===== config.mk =====
export PLATFORM = sky130hd
export DESIGN_NAME = cond_flags_unit
export DESIGN_NICKNAME = d
export VERILOG_FILES = /design/src/rtl/cond_flags_unit.sv
export SDC_FILE = /design/constraint.sdc
export NUM_CORES = 1
export LEC_CHECK = 0
export ABC_AREA = 1
export BUFFER_PORTS_ARGS = -buffer_cell sky130_fd_sc_hd__buf_4
export CAP_MARGIN = 10
export CORE_MARGIN = 4
export CORE_UTILIZATION = 52
export DETAILED_ROUTE_END_ITERATION = 12
export PLACE_DENSITY = 0.79
export SYNTH_ARGS = -nofsm -noshare
export SYNTH_HDL_FRONTEND = slang
export SYNTH_SLANG_ARGS = --single-unit

===== constraint.sdc =====
create_clock -name clk -period 1.99 [get_ports clk]
set_input_delay 0.597 -clock clk [delete_from_list [all_inputs] [get_ports clk]]
set_output_delay 0.597 -clock clk [all_outputs]
set_load 0.01 [all_outputs]

===== src/rtl/cond_flags_unit.sv =====
// Architectural NZCV flags register and branch resolver: latches ALU flags on
// flag-setting ops and registers a taken/not-taken decision for fetch.
module cond_flags_unit #(
    parameter int unsigned CNT_WIDTH = 16
) (
    input  logic                 clk,
    input  logic                 rst_n,
    input  logic                 stall,
    input  logic                 flush,
    input  logic                 alu_valid,
    input  logic                 set_flags,
    input  logic                 alu_n,
    input  logic                 alu_z,
    input  logic                 alu_c,
    input  logic                 alu_v,
    input  logic                 br_valid,
    input  logic [1:0]           br_type,
    input  logic [3:0]           cond,
    input  logic                 reg_zero,
    output logic [3:0]           flags_q,
    output logic                 br_out_valid,
    output logic                 br_taken,
    output logic [CNT_WIDTH-1:0] taken_cnt
);

    localparam logic [1:0] BR_B    = 2'b00;
    localparam logic [1:0] BR_CBZ  = 2'b01;
    localparam logic [1:0] BR_CBNZ = 2'b10;
    localparam logic [CNT_WIDTH-1:0] CNT_MAX = {CNT_WIDTH{1'b1}};

    logic [3:0]           alu_flags;
    logic [3:0]           eff;
    logic                 f_n, f_z, f_c, f_v;
    logic                 base;
    logic                 cond_res;
    logic                 decision;
    logic                 upd;
    logic [3:0]           flags_d;
    logic                 valid_q, valid_d;
    logic                 taken_q, taken_d;
    logic [CNT_WIDTH-1:0] cnt_q, cnt_d;

    // Forward same-cycle flags into the decision; the register follows upd only.
    always_comb begin
        alu_flags = {alu_n, alu_z, alu_c, alu_v};
        eff       = (alu_valid & set_flags) ? alu_flags : flags_q;
        {f_n, f_z, f_c, f_v} = eff;

        // Odd condition codes invert the even base, except the AL pair.
        case (cond[3:1])
            3'b000:  base = f_z;
            3'b001:  base = f_c;
            3'b010:  base = f_n;
            3'b011:  base = f_v;
            3'b100:  base = f_c & ~f_z;
            3'b101:  base = (f_n == f_v);
            3'b110:  base = ~f_z & (f_n == f_v);
            default: base = 1'b1;
        endcase
        cond_res = (cond[3:1] == 3'b111) ? 1'b1 : (base ^ cond[0]);

        case (br_type)
            BR_B:    decision = 1'b1;
            BR_CBZ:  decision = reg_zero;
            BR_CBNZ: decision = ~reg_zero;
            default: decision = cond_res;
        endcase

        upd     = alu_valid & set_flags & ~stall & ~flush;
        flags_d = upd ? alu_flags : flags_q;

        valid_d = valid_q;
        taken_d = taken_q;
        cnt_d   = cnt_q;
        if (flush) begin
            valid_d = 1'b0;
            taken_d = 1'b0;
        end else if (!stall) begin
            valid_d = br_valid;
            taken_d = br_valid & decision;
            if (taken_d && (cnt_q != CNT_MAX)) begin
                cnt_d = cnt_q + CNT_WIDTH'(1);
            end
        end
    end

    always_ff @(posedge clk or negedge rst_n) begin
        if (!rst_n) begin
            flags_q <= 4'b0000;
            valid_q <= 1'b0;
            taken_q <= 1'b0;
            cnt_q   <= '0;
        end else begin
            flags_q <= flags_d;
            valid_q <= valid_d;
            taken_q <= taken_d;
            cnt_q   <= cnt_d;
        end
    end

    assign br_out_valid = valid_q;
    assign br_taken     = taken_q;
    assign taken_cnt    = cnt_q;

endmodule


==> results.py, run 1 <==
metrics = {
    "hold_path": {
        "hold_path.class": "in2async",
    },
    "placement": {
        "place_ws_ps": -40.4,
        "dp.cells": 280,
        "gp_congestion": 0.885,
        "hpwlAfterDp_um": 2720,
        "port_buffers": 39,
    },
    "finish": {
        "n_antenna_cell": 0,
        "nNetsFinal": 275,
        "nFillCells": 269,
        "syn_to_final_growth_pct": 22.2,
        "ff_latch_area_um2": 551,
        "final_layout_size_suffix_gt1_share_pct": 23.6,
        "final_cells": 285,
        "multiInputGateArea_um2": 841,
    },
    "power": {
        "clockPowerShare_pct": 18.2,
        "p_total_mw": 1.08,
        "sw_frac_of_total_pct": 33.1,
        "switching_power_mw": 0.358,
        "p_comb_share_pct": 30.9,
        "power_density_nw_per_um2": 577,
        "p_seq_share_pct": 50.8,
        "vdd_drop_max_mv": 0.597,
        "p_leak_nw": 1.04,
        "p_int_mw": 0.722,
    },
    "route": {
        "drtIter0Drc": 103,
        "first_pass_iters": 4,
        "vias": 1515,
        "via_per_inst": 5.32,
        "routed_wl_um": 3520,
        "drt-wirelength-per-cell_um": 12.4,
        "drc": 0,
        "postRouteAntennaNets": 0,
    },
    "logic_synthesis": {
        "synth-seq-cells": 22,
        "seq_area_frac_synth_pct": 35.9,
        "synthCells": 212,
        "synth_area_um2": 1530,
        "synthesis.nets": 231,
        "synth.distinct_cells": 25,
        "ys.warnings.count": 0,
        "avgSynthCellArea_um2": 7.23,
    },
    "grt": {
        "grt_pass1_vias": 1406,
        "busiest_layer": "met2",
        "globalRoute.totalOverflow": 0,
        "met2_usage_pct": 30.6,
        "met3_usage_pct": 3.24,
        "grt_use_met1_pct": 22.7,
        "grt_pass1_wl_um": 6060,
        "track_usage_pct": 18.5,
        "grt_max_degree": 23,
        "antenna_found_initial": 0,
    },
    "floorplanning": {
        "die_w_um": 62.3,
        "start_util_pct": 55.1,
        "core_area_um2": 2780,
        "die_y_um": 62.3,
        "core.rowCount": 19,
        "dieArea_um2": 3880,
        "num_io_pins": 40,
    },
    "critical_path": {
        "r2r_end": "taken_cnt[9]$_DFFE_PN0P_",
        "worst_r2r_startpoint": "taken_cnt[0]$_DFFE_PN0P_",
        "crit_required_ps": 2190,
        "worstSetupEndpointType": "flip-flop",
        "crit_fanout": 8,
        "cp_common_cell": "nand2_1",
        "slowest_delay_ps": 420,
        "path_buf_inv": 1,
        "path_cells": "ha_1 -> nand3_2 -> nor2_2 -> nand2_1 -> nor2_1 -> nand4_2 -> buf_4 -> nand4_1 -> nand2_1",
        "crit_family": "simple AND/OR/NAND/NOR gates",
        "startpoint_type": "flip-flop",
        "cp_slowest_cell": "dfrtp_1",
        "path_class": "reg2reg",
        "arrival_ps": 2070,
        "r2r_slack_ps": 130,
        "r2r_cells": 9,
    },
    "timing": {
        "layout_setup_ws_ps": 126,
        "holdWs_ps": 155,
        "finalHoldViolations": 0,
        "min_period_ps": 1860,
        "min_period_over_period_pct": 93.7,
        "timing.final.setup_violations": 0,
        "skew_ps": 3.51,
        "slew_viol_final": 0,
        "fmax_ghz": 0.536,
        "tightest_slew_ps": 293,
        "rsz0062_at_grt": "no",
        "maxSlewHeadroom_pct": 80.4,
    },
    "clock_tree": {
        "cts_buffers": 3,
        "cts_tree": "built",
        "holdBufCountCts": 0,
        "cts.sinks": 22,
        "cts_buffer_depth": 2,
        "clock_latency_ps": 300,
        "clk_pin_slew_worst_paths_ps": 110,
        "h-tree-depth": 1,
        "post_cts_resized": 0,
        "clockRootBuffer": "clkbuf_4",
    },
    "flow_run": {
        "maxCapViolCount": 0,
    },
    "outcome": {
        "status": "completed",
    },
}
==> cell usage after synthesis (all sizes together) <==
cell	number	share of area, %
a21oi	2	0.65
buf	6	3.8
clkinv	1	0.24
dfrtp	22	36
ha	1	0.82
inv	21	5.1
mux2	1	0.73
nand2	83	22
nand3	21	7.5
nand4	19	9.1
nor2	12	3.1
nor3	3	0.98
nor3b	1	0.49
o21ai	5	1.6
xnor2	5	2.9
xor2	9	5.1
==> timing repair <==
item | 4_1_cts | 5_1_grt
buffers inserted | 0 | 2
setup endpoints to repair | 0 | 16
hold endpoints to repair | 0 | 0
==> sequential cells by signal, summed over array words and instances (netlist names) <==
register      cells
br_taken          1
flags_q           4
taken_cnt        16
br_out_valid      1
==> cells in the final DEF, fill, tap and decap left out, types with 2 or more instances in the layout <==
cell,Yosys,final
nor2_1,11,11
clkbuf_4,0,3
nand2_2,3,3
dfrtp_1,22,22
xor2_1,9,9
o21ai_0,5,5
xnor2_1,5,5
nand3_1,19,19
buf_4,0,45
nand2_1,78,78
nand3_2,2,2
inv_1,20,20
nor3_1,3,3
nand4_1,17,17
a21oi_1,2,2
nand2_4,2,2
==> worst max path at each step <==
stage	end	from	slack [ps]	depth (start not counted)
5_1_grt	taken_cnt[9]$_DFFE_PN0P_	taken_cnt[0]$_DFFE_PN0P_	20	9
3_5_place_dp	taken_cnt[7]$_DFFE_PN0P_	alu_valid	-40	15
4_1_cts	taken_cnt[9]$_DFFE_PN0P_	taken_cnt[0]$_DFFE_PN0P_	90	9
6_report	taken_cnt[9]$_DFFE_PN0P_	taken_cnt[0]$_DFFE_PN0P_	130	9
3_3_place_gp	taken_cnt[11]$_DFFE_PN0P_	alu_valid	-4	15
2_1_floorplan	taken_cnt[5]$_DFFE_PN0P_	alu_valid	130	16
==> stage by stage <==
step	TNS (ps)	cell area, µm²	utilization [%]
floorplan	0	1530	-
global placement	-6.97	1840	66.0
detailed placement	-495	1840	66.0
CTS	0	1860	66.8
global route	0	1870	67.3
finish	0	1870	67.3
==> per-layer routing <==
| metal | up-vias | share of wire, % | wire length (µm) |
|---|---|---|---|
| met5 | - | 0 | 0 |
| met4 | 0 | 2.2 | 76 |
| met2 | 56 | 48 | 1710 |
| li1 | 771 | - | - |
| met1 | 678 | 43 | 1510 |
| met3 | 10 | 6.4 | 224 |
==> final cells by class <==
type	count	share of cell area, %
Multi-Input combinational cell	162	44.9
Sequential cell	22	29.4
Timing Repair Buffer	45	18.0
Inverter	22	4.41
Tap cell	31	2.07
Clock buffer	3	1.20
==> logic make-up (layout without fill, tap and decap cells) <==
family                   after synthesis  in the layout  synth area share [%]
AND/OR/NAND/NOR                      139            139                  43.0
buffers and inverters                 28             70                  9.22
flip-flops                            22             22                  35.9
XOR/XNOR                              14             14                  8.00
AO/OA/AOI/OAI                          7              7                  2.29
adder cells (fa/ha/maj)                1              1                 0.816
multiplexers                           1              1                 0.735
==> power groups by stage <==
stage	clock [mW]	sequential, mW	combinational [mW]
after floorplan	0	0.572	0.175
after global placement	0	0.558	0.324
after detailed placement	0	0.557	0.331
after CTS	0.208	0.550	0.330
after global routing	0.226	0.558	0.374
final	0.197	0.549	0.334
Note: power is estimated with default switching activity, not from simulation.
==> run 2: changes to the inputs <==
--- a/config.mk
+++ b/config.mk
@@ -11,7 +11,7 @@
 export CORE_MARGIN = 4
 export CORE_UTILIZATION = 52
 export DETAILED_ROUTE_END_ITERATION = 12
-export PLACE_DENSITY = 0.79
+export PLACE_DENSITY = 0.85
 export SYNTH_ARGS = -nofsm -noshare
 export SYNTH_HDL_FRONTEND = slang
 export SYNTH_SLANG_ARGS = --single-unit
==> run 2 against run 1 <==
Effect of this change:
- sequential cell count unchanged
- via count is 0.33% lower
- non-clock buffer count is 2 lower
- sequential share of layout area about the same
- fmax rose by 1.6%
- hold slack worse by 14 ps
- sequential power hardly changed
- critical path type unchanged
- first-iteration DRC count grew 6.8%
- wire length grew 0.57%
- register-to-register slack improved by 30 ps
- cell count decreased by 0.35%
- clock-buffer cell count grew 1
==> results.py, run 2 (same netlist as run 1, synthesis figures left out) <==
metrics = {
    "critical_path": {
        "crit_fanout": 10,
        "arrival_ps": 2040,
        "worstSetupEndpointType": "flip-flop",
        "r2r_cells": 9,
        "startpoint_type": "flip-flop",
        "r2r_end": "taken_cnt[3]$_DFFE_PN0P_",
        "path_class": "reg2reg",
        "r2r_slack_ps": 160,
        "worst_r2r_startpoint": "taken_cnt[0]$_DFFE_PN0P_",
        "crit_required_ps": 2200,
    },
    "clock_tree": {
        "clockRootBuffer": "clkbuf_4",
        "cts_buffers": 3,
        "clk_pin_slew_worst_paths_ps": 120,
        "holdBufCountCts": 0,
        "clock_latency_ps": 310,
        "h-tree-depth": 1,
        "cts_buffer_depth": 2,
        "cts.sinks": 22,
        "post_cts_buffers": 0,
        "cts_tree": "built",
        "post_cts_resized": 0,
    },
    "grt": {
        "grt_use_met1_pct": 24.3,
        "grt_pass1_vias": 1370,
        "busiest_layer": "met2",
        "grt_pass1_wl_um": 6150,
        "track_usage_pct": 18.7,
        "antenna_found_initial": 0,
        "globalRoute.totalOverflow": 0,
        "met3_usage_pct": 4.14,
        "grt_max_degree": 23,
        "met2_usage_pct": 29.7,
    },
    "timing": {
        "min_period_ps": 1830,
        "slew_viol_final": 0,
        "skew_ps": 8.59,
        "holdWs_ps": 141,
        "timing.final.setup_violations": 0,
        "rsz0062_at_grt": "no",
        "fmax_ghz": 0.545,
        "layout_setup_ws_ps": 156,
        "finalHoldViolations": 0,
        "setup_tns_ps": 0,
        "tightest_slew_ps": 284,
        "maxSlewHeadroom_pct": 80.9,
        "min_period_over_period_pct": 92.2,
    },
    "power": {
        "p_total_mw": 1.12,
        "vdd_drop_max_mv": 0.507,
        "p_leak_nw": 1.03,
        "power_density_nw_per_um2": 600,
    },
    "placement": {
        "dp.cells": 280,
        "place_ws_ps": -75.4,
        "placed_area_um2": 1840,
        "port_buffers": 39,
        "gp_congestion": 0.863,
        "hpwlAfterDp_um": 2740,
    },
    "floorplanning": {
        "dieArea_um2": 3880,
        "die_y_um": 62.3,
        "core.rowCount": 19,
        "num_io_pins": 40,
        "core_area_um2": 2780,
        "die_w_um": 62.3,
        "start_util_pct": 55.1,
    },
    "finish": {
        "mostFrequentLayoutCells": "nand2_1, buf_4, dfrtp_1",
        "syn_to_final_growth_pct": 22.1,
        "final_common_cell": "nand2_1",
        "design_area_um2": 1870,
        "final_util_pct": 67.3,
        "nFillCells": 239,
        "final_layout_size_suffix_gt1_share_pct": 23.3,
        "nNetsFinal": 273,
        "largest_reg_flops": 16,
        "n_antenna_cell": 0,
        "final_cells": 284,
    },
    "route": {
        "vias": 1510,
        "routed_wl_um": 3540,
        "first_pass_iters": 4,
        "postRouteAntennaNets": 0,
        "drtIter0Drc": 110,
        "drt-wirelength-per-cell_um": 12.5,
        "drc": 0,
        "via_per_inst": 5.32,
    },
    "flow_run": {
        "maxCapViolCount": 0,
    },
    "hold_path": {
        "hold_path.class": "in2async",
    },
    "outcome": {
        "status": "completed",
    },
}
==> run 2: cell type report <==
| type | instances | area (µm²) | share of cell area [%] |
|---|---|---|---|
| well taps | 31 | 38.8 | 2.07 |
| clock buffers | 4 | 36.3 | 1.94 |
| repair buffers | 43 | 323 | 17.2 |
| flip-flops and latches | 22 | 551 | 29.4 |
| inverters | 22 | 82.6 | 4.41 |
| multi-input cells | 162 | 841 | 44.9 |
==> run 2: worst max path at each step <==
stage / from / end / slack, ps / cells past startpoint
2_1_floorplan: alu_valid / taken_cnt[5]$_DFFE_PN0P_ / 130 / 16
3_3_place_gp: alu_valid / taken_cnt[1]$_DFFE_PN0P_ / -10 / 15
3_5_place_dp: alu_valid / taken_cnt[1]$_DFFE_PN0P_ / -80 / 15
4_1_cts: taken_cnt[0]$_DFFE_PN0P_ / taken_cnt[3]$_DFFE_PN0P_ / 160 / 9
5_1_grt: taken_cnt[0]$_DFFE_PN0P_ / taken_cnt[3]$_DFFE_PN0P_ / 7 / 9
6_report: taken_cnt[0]$_DFFE_PN0P_ / taken_cnt[3]$_DFFE_PN0P_ / 160 / 9
==> run 2: per-layer routing <==
metal  vias to the layer above  part of all wire (%)  wire length, µm
li1                        767                     -                -
met1                       680                    44             1570
met2                        49                    47             1650
met3                        14                   6.4              226
met4                         0                   2.8              100
met5                         -                     0                0
==> run 2: where the power goes <==
group | leakage (nW) | total [mW] | switching, mW | internal [mW]
logic | 0.717 | 0.326 | 0.173 | 0.153
clock network | 0.0210 | 0.248 | 0.136 | 0.112
registers | 0.296 | 0.549 | 0.0560 | 0.493
total | 1.03 | 1.12 | 0.365 | 0.758
==> run 2: critical path, cell delays in order (launching register included) <==
cell and delay (ps):
dfrtp_1 420, ha_1 220, nand3_2 120, nor2_2 190, nand2_1 110, nor2_1 120
nand4_2 170, buf_4 230, nand4_1 100, nand2_1 60
==> run 3: changes to the inputs <==
--- a/config.mk
+++ b/config.mk
@@ -6,12 +6,12 @@
 export NUM_CORES = 1
 export LEC_CHECK = 0
 export ABC_AREA = 1
-export BUFFER_PORTS_ARGS = -buffer_cell sky130_fd_sc_hd__buf_4
 export CAP_MARGIN = 10
 export CORE_MARGIN = 4
-export CORE_UTILIZATION = 52
+export CORE_UTILIZATION = 60
 export DETAILED_ROUTE_END_ITERATION = 12
-export PLACE_DENSITY = 0.85
+export DONT_BUFFER_PORTS = 1
+export PLACE_DENSITY = 0.82
 export SYNTH_ARGS = -nofsm -noshare
 export SYNTH_HDL_FRONTEND = slang
 export SYNTH_SLANG_ARGS = --single-unit
==> run 3 against run 2 <==
Effect of this change:
- first-iteration DRC count up 20%
- register-to-register slack got worse by 80 ps
- critical endpoint is now taken_cnt[7]$_DFFE_PN0P_
- largest cell class unchanged
- wire length increased by 12%
- clock skew shrank 2.2 ps
- hold slack improved by 270 ps
- power grew 5.4%
- critical path type unchanged
- clock power is 42% higher
- worst setup slack got worse by 80 ps
- clock-buffer cell count shrank 1
- sequential power fell by 1%
- cell area decreased by 9.1%
- global-route usage grew 4.0 points
==> results.py, run 3 (same netlist as run 1, synthesis figures left out) <==
metrics = {
    "outcome": {
        "status": "completed",
    },
    "floorplanning": {
        "num_io_pins": 40,
        "die_y_um": 58.5,
        "core.rowCount": 18,
        "start_util_pct": 62.4,
        "core_area_um2": 2450,
        "dieArea_um2": 3430,
        "die_w_um": 58.5,
    },
    "critical_path": {
        "r2r_slack_ps": 80,
        "r2r_cells": 9,
        "startpoint_type": "flip-flop",
        "worstSetupEndpointType": "flip-flop",
        "cp_common_cell": "nand2_1",
        "arrival_ps": 2130,
        "r2r_end": "taken_cnt[7]$_DFFE_PN0P_",
        "crit_required_ps": 2210,
        "path_class": "reg2reg",
        "crit_fanout": 6,
        "path_cells": "ha_1 -> nand3_2 -> nor2_2 -> nand2_1 -> nor2_1 -> nand4_4 -> buf_4 -> nand4_1 -> nand2_1",
        "slowest_delay_ps": 390,
        "cp_slowest_cell": "dfrtp_1",
        "worst_r2r_startpoint": "taken_cnt[0]$_DFFE_PN0P_",
    },
    "grt": {
        "grt_pass1_vias": 1391,
        "met3_usage_pct": 5.48,
        "met2_usage_pct": 39.2,
        "busiest_layer": "met2",
        "grt_max_degree": 23,
        "antenna_found_initial": 0,
        "grt_pass1_wl_um": 6080,
        "globalRoute.totalOverflow": 0,
        "track_usage_pct": 22.7,
        "grt_use_met1_pct": 26.1,
    },
    "power": {
        "switching_power_mw": 0.371,
        "p_seq_share_pct": 45.7,
        "sw_frac_of_total_pct": 31.3,
        "p_total_mw": 1.18,
        "clockPowerShare_pct": 29.7,
        "p_leak_nw": 0.901,
        "p_comb_share_pct": 24.6,
        "vdd_drop_max_mv": 0.609,
        "power_density_nw_per_um2": 696,
        "p_int_mw": 0.813,
    },
    "route": {
        "routed_wl_um": 3980,
        "via_per_inst": 5.96,
        "vias": 1519,
        "drtIter0Drc": 132,
        "drc": 0,
        "drt-wirelength-per-cell_um": 15.6,
        "postRouteAntennaNets": 0,
        "first_pass_iters": 4,
    },
    "finish": {
        "largest_reg_flops": 16,
        "mostFrequentLayoutCells": "nand2_1, dfrtp_1, inv_1",
        "syn_to_final_growth_pct": 11.0,
        "nNetsFinal": 245,
        "n_antenna_cell": 0,
        "design_area_um2": 1700,
        "final_layout_size_suffix_gt1_share_pct": 13.3,
        "final_common_cell": "nand2_1",
    },
    "timing": {
        "maxSlewHeadroom_pct": 36.3,
        "tightest_slew_ps": 952,
        "layout_setup_ws_ps": 75.9,
        "skew_ps": 6.43,
        "min_period_ps": 1910,
        "fmax_ghz": 0.522,
        "finalHoldViolations": 0,
        "min_period_over_period_pct": 96.2,
        "slew_viol_final": 0,
        "timing.final.setup_violations": 0,
    },
    "flow_run": {
        "maxCapViolCount": 0,
    },
    "hold_path": {
        "hold_path.class": "in2reg",
        "min_to": "br_out_valid$_DFFE_PN0P_",
        "worstHoldPathCells": 2,
        "worstHoldStart": "stall",
    },
    "placement": {
        "gp_congestion": 0.903,
        "place_ws_ps": 83.1,
        "hpwlAfterDp_um": 2740,
        "placed_area_um2": 1590,
        "port_buffers": 0,
    },
    "clock_tree": {
        "clk_pin_slew_worst_paths_ps": 130,
        "cts.sinks": 22,
        "cts_tree": "built",
        "h-tree-depth": 1,
        "clock_latency_ps": 320,
        "cts_buffer_depth": 2,
        "cts_buffers": 3,
        "clockRootBuffer": "clkbuf_4",
    },
}
[run 3: power by group through the flow]
stage               clock network, mW  registers, mW  logic [mW]
floorplan                           0          0.572       0.175
global placement                    0          0.546       0.267
detailed placement                  0          0.551       0.274
CTS                             0.348          0.541       0.285
global route                    0.376          0.550       0.330
finish                          0.352          0.541       0.291
[run 3: what timing repair did]
action,4_1_cts,5_1_grt
hold buffers,1,0
resized for setup,0,2
setup endpoints to repair,0,16
hold endpoints to repair,22,0
buffers inserted,0,2
[run 3: layout make-up]
cell class,instances,area [µm²]
tap,30,37.5
clock inverter,1,30.0
sequential,22,551
multi-input combinational,163,871
clock buffer,3,22.5
inverter,22,82.6
timing repair buffer,14,108
fill,201,753
[run 3: worst max path at each step]
stage / from / end / slack [ps] / depth (start not counted)
2_1_floorplan: alu_valid / taken_cnt[5]$_DFFE_PN0P_ / 130 / 16
3_3_place_gp: cond[2] / taken_cnt[0]$_DFFE_PN0P_ / 150 / 11
3_5_place_dp: alu_valid / taken_cnt[1]$_DFFE_PN0P_ / 80 / 14
4_1_cts: taken_cnt[0]$_DFFE_PN0P_ / taken_cnt[1]$_DFFE_PN0P_ / 70 / 9
5_1_grt: taken_cnt[0]$_DFFE_PN0P_ / taken_cnt[1]$_DFFE_PN0P_ / -5 / 9
6_report: taken_cnt[0]$_DFFE_PN0P_ / taken_cnt[7]$_DFFE_PN0P_ / 80 / 9
[run 3: per-stage QoR]
step	utilization, %	hold slack (ps)	instances	setup TNS, ps
2_1_floorplan	-	301	212	0
6_report	69.3	412	255	0
4_1_cts	67.5	413	252	0
3_3_place_gp	64.9	302	247	0
3_5_place_dp	64.9	302	247	0
5_1_grt	69.3	427	255	-4.84
[run 3: per-layer routing]
metal,wire length (µm),up-vias
li1,-,712
met1,1510,706
met2,2040,85
met3,299,16
met4,122,0
met5,0,-
[run 3: worst max-delay path, delay by kind of cell, from the launching register on]
| family | cells | cell delay (ps) |
|---|---|---|
| AND/OR/NAND/NOR | 7 | 990 |
| flip-flops | 1 | 390 |
| buffers and inverters | 1 | 220 |
| adder cells (fa/ha/maj) | 1 | 200 |
